==> config.mk <==
export PLATFORM = sky130hd
export DESIGN_NAME = rr_mux21_arbiter_flat
export DESIGN_NICKNAME = d
export VERILOG_FILES = /design/src/rtl/rr_mux21_arbiter_if.sv /design/src/rtl/rr_mux21_arbiter.sv /design/src/flat_wrapper.sv
export SDC_FILE = /design/constraint.sdc
export NUM_CORES = 1
export LEC_CHECK = 0
export CELL_PAD_IN_SITES_DETAIL_PLACEMENT = 2
export CELL_PAD_IN_SITES_GLOBAL_PLACEMENT = 2
export CORE_MARGIN = 4
export CORE_UTILIZATION = 19
export CTS_CLUSTER_DIAMETER = 100
export DETAILED_ROUTE_END_ITERATION = 10
export PLACE_DENSITY = 0.76
export SYNTH_ARGS = -nofsm -noshare
export SYNTH_HDL_FRONTEND = slang
export SYNTH_SLANG_ARGS = --single-unit
==> constraint.sdc <==
create_clock -name clk -period 1.2 [get_ports clk]
set_input_delay 0.24 -clock clk [delete_from_list [all_inputs] [get_ports clk]]
set_output_delay 0.24 -clock clk [all_outputs]
set_load 0.05 [all_outputs]
==> src/rtl/rr_mux21_arbiter_if.sv <==
// Stream bundle for rr_mux21_arbiter: two valid/ready inputs, the sel output and the registered f output.
// The i0_last/i1_last packet markers exist only when BURST_LOCK_EN is defined.
interface rr_mux21_arbiter_if #(
  parameter int W = 8
);
  logic [W-1:0] i0;
  logic         i0_valid;
  logic         i0_ready;
  logic [W-1:0] i1;
  logic         i1_valid;
  logic         i1_ready;
  logic         sel;
  logic [W-1:0] f;
  logic         f_valid;
  logic         f_ready;
`ifdef BURST_LOCK_EN
  logic         i0_last;
  logic         i1_last;

  modport slave (
    input  i0, i0_valid, i0_last, i1, i1_valid, i1_last, f_ready,
    output i0_ready, i1_ready, sel, f, f_valid
  );
  modport master (
    output i0, i0_valid, i0_last, i1, i1_valid, i1_last, f_ready,
    input  i0_ready, i1_ready, sel, f, f_valid
  );
`else
  modport slave (
    input  i0, i0_valid, i1, i1_valid, f_ready,
    output i0_ready, i1_ready, sel, f, f_valid
  );
  modport master (
    output i0, i0_valid, i1, i1_valid, f_ready,
    input  i0_ready, i1_ready, sel, f, f_valid
  );
`endif
endinterface

==> src/rtl/rr_mux21_arbiter.sv <==
// Round-robin 2:1 stream arbiter with a one-deep registered output stage.
// Optional packet locking (hold the grant until a last beat) is enabled with BURST_LOCK_EN.
module rr_mux21_arbiter #(
  parameter int W = 8
) (
  input  logic                  clk,
  input  logic                  rst_n,
  rr_mux21_arbiter_if.slave     bus
);

  typedef enum logic [1:0] {
    UNLOCK = 2'd0,
    LOCK0  = 2'd1,
    LOCK1  = 2'd2
  } state_t;

  state_t       state_r;
  state_t       next_state_s;
  logic         prio_r;
  logic [W-1:0] f_r;
  logic         f_valid_r;
  logic         grant_s;
  logic         granted_valid_s;
  logic         load_en_s;
  logic         accept_s;

  // Grant selection: a lone valid stream wins, otherwise the priority pointer decides
  always_comb begin
    grant_s = prio_r;
    case (state_r)
      UNLOCK: begin
        if (bus.i0_valid && !bus.i1_valid) begin
          grant_s = 1'b0;
        end else if (!bus.i0_valid && bus.i1_valid) begin
          grant_s = 1'b1;
        end else begin
          grant_s = prio_r;
        end
      end
      LOCK0:   grant_s = 1'b0;
      LOCK1:   grant_s = 1'b1;
      default: grant_s = prio_r;
    endcase
  end

  // Load enable and acceptance; pass-through lets a draining word be replaced in the same cycle
  always_comb begin
    load_en_s       = !f_valid_r || bus.f_ready;
    granted_valid_s = grant_s ? bus.i1_valid : bus.i0_valid;
    accept_s        = load_en_s && rst_n && granted_valid_s;
  end

  assign bus.sel      = grant_s;
  assign bus.i0_ready = load_en_s & ~grant_s & rst_n;
  assign bus.i1_ready = load_en_s & grant_s & rst_n;
  assign bus.f        = f_r;
  assign bus.f_valid  = f_valid_r;

`ifdef BURST_LOCK_EN
  logic granted_last_s;

  // Packet lock: stay on a stream from its first non-last beat until its last beat
  always_comb begin
    next_state_s   = state_r;
    granted_last_s = grant_s ? bus.i1_last : bus.i0_last;
    case (state_r)
      UNLOCK: begin
        if (accept_s && !granted_last_s) begin
          next_state_s = grant_s ? LOCK1 : LOCK0;
        end else begin
          next_state_s = UNLOCK;
        end
      end
      LOCK0, LOCK1: begin
        if (accept_s && granted_last_s) begin
          next_state_s = UNLOCK;
        end else begin
          next_state_s = state_r;
        end
      end
      default: next_state_s = UNLOCK;
    endcase
  end
`else
  // Without packet locking the arbiter never leaves UNLOCK
  always_comb begin
    next_state_s = UNLOCK;
  end
`endif

  // FSM state register
  always_ff @(posedge clk) begin
    if (!rst_n) begin
      state_r <= UNLOCK;
    end else begin
      state_r <= next_state_s;
    end
  end

  // Output register and priority pointer; the pointer only moves on an accepted beat
  always_ff @(posedge clk) begin
    if (!rst_n) begin
      f_r       <= {W{1'b0}};
      f_valid_r <= 1'b0;
      prio_r    <= 1'b0;
    end else if (load_en_s) begin
      if (granted_valid_s) begin
        f_r       <= grant_s ? bus.i1 : bus.i0;
        f_valid_r <= 1'b1;
        prio_r    <= ~grant_s;
      end else begin
        f_valid_r <= 1'b0;
      end
    end else begin
      f_r       <= f_r;
      f_valid_r <= f_valid_r;
      prio_r    <= prio_r;
    end
  end

endmodule
==> src/flat_wrapper.sv <==
// flat-port wrapper written by rule: the top's interface ports become plain ports
module rr_mux21_arbiter_flat 
#(
  parameter int W = 8
)
  (clk, rst_n, bus_i0, bus_i0_valid, bus_i1, bus_i1_valid, bus_f_ready, bus_i0_ready, bus_i1_ready, bus_sel, bus_f, bus_f_valid);
  rr_mux21_arbiter_if #(.W(W)) bus_i ();
  input  logic clk;
  input  logic rst_n;
  input wire logic [$bits(bus_i.i0)-1:0] bus_i0;
  input wire logic [$bits(bus_i.i0_valid)-1:0] bus_i0_valid;
  input wire logic [$bits(bus_i.i1)-1:0] bus_i1;
  input wire logic [$bits(bus_i.i1_valid)-1:0] bus_i1_valid;
  input wire logic [$bits(bus_i.f_ready)-1:0] bus_f_ready;
  output wire logic [$bits(bus_i.i0_ready)-1:0] bus_i0_ready;
  output wire logic [$bits(bus_i.i1_ready)-1:0] bus_i1_ready;
  output wire logic [$bits(bus_i.sel)-1:0] bus_sel;
  output wire logic [$bits(bus_i.f)-1:0] bus_f;
  output wire logic [$bits(bus_i.f_valid)-1:0] bus_f_valid;
  assign bus_i.i0 = bus_i0;
  assign bus_i.i0_valid = bus_i0_valid;
  assign bus_i.i1 = bus_i1;
  assign bus_i.i1_valid = bus_i1_valid;
  assign bus_i.f_ready = bus_f_ready;
  assign bus_i0_ready = bus_i.i0_ready;
  assign bus_i1_ready = bus_i.i1_ready;
  assign bus_sel = bus_i.sel;
  assign bus_f = bus_i.f;
  assign bus_f_valid = bus_i.f_valid;
  rr_mux21_arbiter #(.W(W)) u_core (.clk(clk), .rst_n(rst_n), .bus(bus_i));
endmodule
==> reports/summary.txt <==
outcome - finished, violations left
violated checks - setup timing
Clock Latency Late Sink - 0.28 ns
Peak Freq - 652 MHz
Die H - 65.0 um
start point of the worst min-delay path - u_core.bus.f[3]
Initial DRT Pass Iterations - 4
worst-margin pin slew - 0.417 ns
post-route minimum period - 1.53 ns
Layout Utilization - 0.466
worst setup path category - reg2out
Layout area overhead - 133%
first-pass GRT wire length - 4770 um
syn avg cell area - 9.79 sq um
I/O pins - 33
number of synthesized register bits - 10
pre-CTS setup slack - -0.698 ns
Seq/Total Area, Yosys - 0.325
fin cells - 155
DIE WIDTH - 65.0 um
CP arrival - 1.29 ns
clock-pin slew on the worst setup and hold paths - 0.07 ns
via density per instance - 4.90
drt total wl - 3040 um
Multi-input gate area - 529 sq um
vias in the first global route - 850
placed insts - 141
Critical Path RT - 0.96 ns
Die ar. - 0.00422 sq mm
post-synthesis cell count - 63
Post-layout nets - 133
# rows - 20
Setup Skew - 0.00312 ns
initial DRC count - 21
largest fanout on the critical path - 3
largest net degree at the start of global routing - 20
crit end category - primary output
DR WL/cell - 19.6 um
Final ANT Viol Nets - 0
TritonCTS sink count - 10
Hold Vio Cnt, Final - 0
Routability Congestion - 0.806
area post-placement - 0.00112 sq mm
R2R Setup Slk - -0.05 ns
startpoint types - register
DRC errors left - 0
Core Area - 0.00308 sq mm
hpwl dp - 1810 um
CTS root buffer - clkbuf_4
max-slew violation count - 0
CTS Buf Count - 3
maximum vdd drop - 334 uV
register area - 205 sq um
Yosys cell types - 23
routed vias - 760
setup tns final - -1.11 ns
share of layout cells above drive strength 1 - 0.595
Synthesized Nets - 84
Post-CTS Hold Fix Bufs - 0
GRT overflow - 0
area of all placed cells without fillers - 0.00144 sq mm
TritonCTS clock tree - yes
CTS H-Tree Depth - 1
port bufs - 32
RSZ-0062 raised after global routing - true
fin crit share - 1.28
initial cell density of the core - 0.200
fill cell count - 320
CP startpoint - u_core.prio_r
worst-case clock buffer depth - 2
GRT Util Overall - 0.151
initial antenna violation count - 0
WHS - 0.563 ns
diodes inserted - 0
Final setup violation count - 12
Max transition margin - 0.715
r2r startpoint - u_core.bus.f_valid
Min-Delay Path Class - reg2reg
Worst Slack Setup Final - -0.333 ns
number of synthesis warnings - 0
PD cells - 921 mW/mm^2
Max-cap violations - 0
leakage - 0.490 nW
Syn Std Cell Area - 617 sq um
total power - 1.32 mW
worst paths after layout:
| path | end | cells after the start |
|---|---|---|
| worst max-delay path | bus_i1_ready | 3 |
| worst min-delay path | u_core.bus.f[3] | 2 |
| worst max register to register | u_core.bus.f[1] | 4 |
| worst min register to register | u_core.bus.f[3] | 2 |
logic make-up after synthesis:
group,Yosys count,share of synthesized area
and+or+nand+nor,14,0.183
adders and majority gates,1,0.0183
DFF,10,0.325
AOI/OAI and AO/OA,27,0.351
buffers and inverters,11,0.124
layer usage:
layer / up-vias / wire (um) / track usage
li1: 361 / - / -
met1: 367 / 1340 / 0.180
met2: 29 / 1550 / 0.267
met3: 3 / 116 / 0.0329
met4: 0 / 23 / 0.0475
met5: - / 0 / 0
where the power goes:
group          leakage, nW  total (mW)  internal (mW)  switching, mW
clock               0.0150       0.266          0.129          0.137
sequential          0.0842       0.398          0.364         0.0337
combinational        0.391       0.658          0.326          0.332
final cells by class:
| class | instances | area share |
|---|---|---|
| clock buffer | 4 | 0.0183 |
| inverter | 3 | 0.0157 |
| multi-input combinational | 42 | 0.369 |
| sequential | 10 | 0.143 |
| tap | 44 | 0.0384 |
| timing repair buffer | 52 | 0.416 |
synthesized netlist by cell type, drive strengths merged:
| library cell | number | share of area |
|---|---|---|
| and3 | 1 | 0.010 |
| nor4b | 8 | 0.11 |
| o21ai | 1 | 0.0081 |
| nor2b | 1 | 0.022 |
| dfxtp | 10 | 0.32 |
| a2111oi | 16 | 0.25 |
| nor2 | 1 | 0.0061 |
| clkbuf | 1 | 0.0061 |
| or2b | 1 | 0.014 |
| maj3 | 1 | 0.018 |
| o311a | 1 | 0.018 |
| o21a | 1 | 0.012 |
| a21oi | 8 | 0.065 |
| inv | 3 | 0.018 |
| nand2 | 1 | 0.0061 |
| or2 | 1 | 0.010 |
| buf | 7 | 0.099 |
flip-flops by register name, indices dropped and copies added, names as in the netlist:
register	cells
u_core.bus.f	8
u_core.bus.f_valid	1
u_core.prio_r	1
critical path, cell delays in order, from the launching register on:
cell	delay (ns)
dfxtp_2	0.34
maj3_4	0.35
and3_4	0.18
buf_8	0.14
layout by cell type, fill, tap and decap left out, types with 2 or more instances in the layout:
master and count:
buf_4 17, a2111oi_2 10, a21oi_1 8, buf_6 2, dlygate4sd2_1 3, dfxtp_1 8
buf_12 11, buf_8 2, a2111oi_4 5, nor4b_2 4, nor4b_1 4, clkbuf_4 3
clkdlybuf4s50_1 17
timing repair:
item	4_1_cts	5_1_grt
setup endpoints to repair	13	12
pin swaps	5	0
cloned	0	0
hold endpoints to repair	0	0
gates resized for setup	36	9
buffers inserted	5	5
Note: power is estimated with default switching activity, not from simulation.
==> RTL edit 1: new RTL, same settings <==
`W` is set to 8 in 3 places; all go to 12.
--- a/src/rtl/rr_mux21_arbiter_if.sv
+++ b/src/rtl/rr_mux21_arbiter_if.sv
@@ -2,5 +2,5 @@
 // The i0_last/i1_last packet markers exist only when BURST_LOCK_EN is defined.
 interface rr_mux21_arbiter_if #(
-  parameter int W = 8
+  parameter int W = 12
 );
   logic [W-1:0] i0;
--- a/src/rtl/rr_mux21_arbiter.sv
+++ b/src/rtl/rr_mux21_arbiter.sv
@@ -2,5 +2,5 @@
 // Optional packet locking (hold the grant until a last beat) is enabled with BURST_LOCK_EN.
 module rr_mux21_arbiter #(
-  parameter int W = 8
+  parameter int W = 12
 ) (
   input  logic                  clk,
--- a/src/flat_wrapper.sv
+++ b/src/flat_wrapper.sv
@@ -2,5 +2,5 @@
 module rr_mux21_arbiter_flat 
 #(
-  parameter int W = 8
+  parameter int W = 12
 )
   (clk, rst_n, bus_i0, bus_i0_valid, bus_i1, bus_i1_valid, bus_f_ready, bus_i0_ready, bus_i1_ready, bus_sel, bus_f, bus_f_valid);
Interface: changed (resized bus_f, bus_i0 and bus_i1); port bits go from 33 to 45. No check against the original RTL was run, so the function may have changed too.
==> RTL edit 1 against the unedited design <==
The flow still finishes with violations (setup timing). Total power grew 64%. Area after synthesis grew 28%. Die area grew 25%. Register-to-register slack lost 0.27 ns. Cell area grew 65%. Wire length grew 98%. Critical path depth grew 1. Cell count grew 38%. Setup slack lost 0.017 ns. Sequential cell count grew 4. Critical endpoint unchanged. Largest power group unchanged.
==> RTL edit 1: results (changes against the unedited design) <==
WHS Endpoint -> u_core.bus.f[2]$_SDFFE_PN0P_
top cells by area, synth -> dfxtp_1 (35%), a2111oi_0 (27%), nor4_1 (9.5%), a21oi_1 (8.2%), buf_2 (3.8%)
Leak -> 0.000789 uW (+61%)
failing checks -> setup timing
Post-Syn Nets -> 117 (+39%)
metal3 WL -> 302 um (+160%)
mean routed wirelength per cell -> 28.1 um (+44%)
hpwl dp -> 2.87 mm (+58%)
flop-to-flop setup slack -> -0.32 ns (-0.27 ns)
Nets -> 194 (+46%)
gr usage total -> 0.239 (+0.0879)
vias in the first global route -> 1444 (+70%)
routed vias -> 1184 (+56%)
r2r startpoint -> u_core.prio_r$_SDFFE_PN0P_
Cells after Synth -> 88 (+40%)
Worst Setup Slack, final -> -0.351 ns (-0.0173 ns)
critical path peak fanout -> 4 (+1)
status -> finished, violations left
sequential fraction of the synthesis area -> 0.354 (+0.0293)
final setup fails -> 17 (+5)
max reg flops -> 12 (+4)
Worst Min Path Start -> u_core.bus.f[2]$_SDFFE_PN0P_
largest net degree at the start of global routing -> 15 (-25%)
Arr. time, crit path -> 1.31 ns (+0.02 ns)
input/output buffers -> 44 (+38%)
## RTL edit 1: changes by cell type in the layout (fill, tap and decap cells not counted), moves of 4 or more
cell / unedited run / this run
a2111oi_4: 5 / 21
nor4b_2: 4 / 0
nor4_2: 0 / 5
clkdlybuf4s50_1: 17 / 25
dfxtp_1: 8 / 12
nor4_1: 0 / 7
a2111oi_2: 10 / 3
nor4b_1: 4 / 0
a21oi_2: 0 / 4
buf_12: 11 / 20
buf_6: 2 / 12
## RTL edit 1: final cells by class
type                            count  share of cell area
Timing Repair Buffer               84               0.431
Multi-Input combinational cell     58               0.393
Sequential cell                    14               0.120
Tap cell                           50              0.0263
Clock buffer                        4              0.0190
Inverter                            4              0.0105
## RTL edit 1: cells by family (layout without fill, tap and decap cells)
group,Yosys count,in the layout,share of synthesized area
flops,14,14,0.354
buf+inv,17,92,0.115
simple gates,17,18,0.142
fa+ha+maj,1,1,0.0142
compound gates,39,39,0.374
## RTL edit 1: repair_timing
item,in CTS,in global routing
pin swaps,6,3
setup endpoints to repair,17,17
resized for setup,83,11
gates cloned,1,0
setup buffers,20,1
## RTL edit 1: where the power goes
| part | switching [uW] | leakage, uW | internal, uW |
|---|---|---|---|
| Sequential | 60.4 | 0.000118 | 512 |
| Clock | 182 | 0.0000228 | 235 |
| Combinational | 600 | 0.000649 | 577 |
| Total | 842 | 0.000789 | 1320 |
## RTL edit 1: critical path: stages
cell	delay [ns]
dlygate4sd2_1	0.33
maj3_4	0.40
and3_4	0.19
buf_8	0.14
## RTL edit 1: through the flow
step,cell area [um^2],TNS [ns],worst slack [ns]
detailed placement,1650,-9.75,-0.707
CTS,2320,-1.88,-0.316
global route,2370,-3.57,-0.377
floorplan,921,-0.445,-0.235
global placement,1650,-8.70,-0.574
finish,2370,-2.87,-0.351
==> RTL edit 2: new RTL, same flow settings <==
Made on the original files. Make the reset (`rst_n`) asynchronous in 2 clocked blocks.
--- a/src/rtl/rr_mux21_arbiter.sv
+++ b/src/rtl/rr_mux21_arbiter.sv
@@ -90,5 +90,5 @@
 
   // FSM state register
-  always_ff @(posedge clk) begin
+  always_ff @(posedge clk or negedge rst_n) begin
     if (!rst_n) begin
       state_r <= UNLOCK;
@@ -99,5 +99,5 @@
 
   // Output register and priority pointer; the pointer only moves on an accepted beat
-  always_ff @(posedge clk) begin
+  always_ff @(posedge clk or negedge rst_n) begin
     if (!rst_n) begin
       f_r       <= {W{1'b0}};
Formal check against the unedited RTL: differs if rst_n is asserted again (counterexample within 4 cycles, from zero or initial values and one cycle with rst_n low); with rst_n held inactive, the same outputs for 10 cycles.
==> RTL edit 2 against the unedited design <==
The flow still finishes with violations (setup timing). Sequential cell count stayed put. Area after synthesis is 7.9% lower. Wire length is 18% lower. Utilization is 5.2 points lower. Clock power is 27% higher. First-iteration DRC count is 4.8% lower. Critical path depth is 1 higher. Setup slack worse by 0.074 ns. Cell count is 15% lower. Clock skew hardly changed. Cell area is 19% lower. Total power is 18% higher. Global-route usage is 1.2 points lower. Critical path type is now in2out. Largest power group unchanged.
==> RTL edit 2: results (changes against the unedited design) <==
clk root buf -> clkbuf_4
initial drt markers -> 20 (-4.8%)
met3 Track Usage GR -> 0.0342 (+0.00124)
top cells by area, synth -> dfrtp_1 (44%), o2111ai_1 (25%), nand3_1 (7.0%), o21ai_0 (7.0%), buf_2 (3.5%)
Worst Max-Slew Pin Slew -> 0.335 ns (-0.0821 ns)
antenna violations before repair -> 0 (unchanged)
Placed Instance Area -> 0.00109 mm^2 (-3.4%)
sequential fraction of the synthesis area -> 0.441 (+0.116)
gr usage total -> 0.139 (-0.0121)
Async SR Flop Fraction -> 1.00 (+1.00)
input/output buffers -> 32 (unchanged)
Leak -> 0.000484 uW (-1.3%)
critical path peak fanout -> 3 (unchanged)
skew final -> 0.00284 ns (-0.000285 ns)
routability cong. -> 0.687 (-15%)
layout cells sized above 1 -> 0.370 (-0.225)
Arr. time, crit path -> 1.37 ns (+0.08 ns)
vias in the first global route -> 787 (-7.4%)
Hold Path Class -> in2async
M1 GR Usage -> 0.158 (-0.0211)
number of CTS-inserted buffers -> 3 (unchanged)
status -> finished, violations left
grt met2 use -> 0.237 (-0.0299)
largest net degree at the start of global routing -> 20 (unchanged)
Nets -> 122 (-8.3%)
Synth top cells by count -> o2111ai_1 (16), dfrtp_1 (10), nand3_1 (8), o21ai_0 (8), buf_2 (4)
Residual DRC -> 0 (unchanged)
DRT Pass-1 Iters -> 3 (-1)
Post-Syn Nets -> 81 (-3.6%)
hpwl dp -> 1.83 mm (+1.3%)
Pint -> 937 uW (+14%)
mean routed wirelength per cell -> 19.0 um (-2.9%)
Peak VDD IR -> 0.000368 V (+10%)
number of distinct library cells after synthesis -> 17 (-26%)
ys flop type -> dfrtp_1
Worst Setup Slack, final -> -0.407 ns (-0.0738 ns)
Synthesis Warnings -> 0 (unchanged)
final setup fails -> 4 (-8)
first-pass GRT wire length -> 4.22 mm (-12%)
max reg flops -> 8 (unchanged)
via density per instance -> 5.37 (+9.6%)
setup_tns -> -1.07 ns (+0.0447 ns)
failing checks -> setup timing
## RTL edit 2: cell types whose count changed after synthesis, moves of 8 or more
cell	before	now
a2111oi_0	10	0
dfxtp_1	10	0
o2111ai_1	0	16
dfrtp_1	0	10
nor4b_1	8	0
nand3_1	0	8
## RTL edit 2: cells by family after synthesis
| family | synth area share |
|---|---|
| AND/OR/NAND/NOR | 0.134 |
| adder cells (fa/ha/maj) | 0.0198 |
| buffers and inverters | 0.0683 |
| flip-flops | 0.441 |
| AO/OA/AOI/OAI | 0.337 |
## RTL edit 2: per-layer routing
| metal | part of all wire | routed length [um] |
|---|---|---|
| met4 | 0.027 | 68 |
| met2 | 0.50 | 1240 |
| met5 | 0 | 0 |
| met3 | 0.039 | 98 |
| met1 | 0.43 | 1080 |
## RTL edit 2: power by group through the flow
stage / Clock [uW] / Sequential [uW] / Combinational [uW]
2_1_floorplan: 0 / 605 / 205
5_1_grt: 368 / 464 / 810
3_3_place_gp: 0 / 458 / 743
4_1_cts: 345 / 455 / 767
3_5_place_dp: 0 / 462 / 757
6_report: 337 / 454 / 774
## RTL edit 2: path summary, 6_finish.rpt
check                      slack [ns]  depth (start not counted)                         from                             end
min reg2reg                      0.57                          2  u_core.bus.f[6]$_DFFE_PN0P_     u_core.bus.f[6]$_DFFE_PN0P_
max in group asynchronous        0.62                          2                        rst_n  u_core.bus.f_valid$_DFFE_PN0N_
max                             -0.41                          4                 bus_i1_valid                    bus_i1_ready
max reg2reg                         0                          4    u_core.prio_r$_DFFE_PN0P_     u_core.bus.f[4]$_DFFE_PN0P_
min                              0.41                          2                        rst_n     u_core.bus.f[7]$_DFFE_PN0P_
min in group clk                 0.49                          4                  bus_f_ready     u_core.bus.f[2]$_DFFE_PN0P_
## RTL edit 2: timing repair
action                                  CTS  global route
resized for setup                         5             9
buffers inserted                          0             1
pin swaps                                 2             0
endpoints found under the setup margin   11            12
## RTL edit 2: layout make-up
class | count | area (um^2)
sequential | 10 | 251
fill | 299 | 1640
multi-input combinational | 42 | 324
clock buffer | 4 | 36.3
timing repair buffer | 41 | 499
tap | 31 | 38.8
inverter | 3 | 11.3
## RTL edit 2: worst max-delay path, cell delays in order
cell and delay, ns:
clkdlybuf4s50_1 0.45, maj3_4 0.37, and3_4 0.16, buf_8 0.14
## RTL edit 2: stage by stage
stage | instances | worst slack (ns)
2_1_floorplan | 60 | -0.146
3_3_place_gp | 126 | -0.515
3_5_place_dp | 126 | -0.524
4_1_cts | 130 | -0.403
5_1_grt | 131 | -0.442
6_report | 131 | -0.407
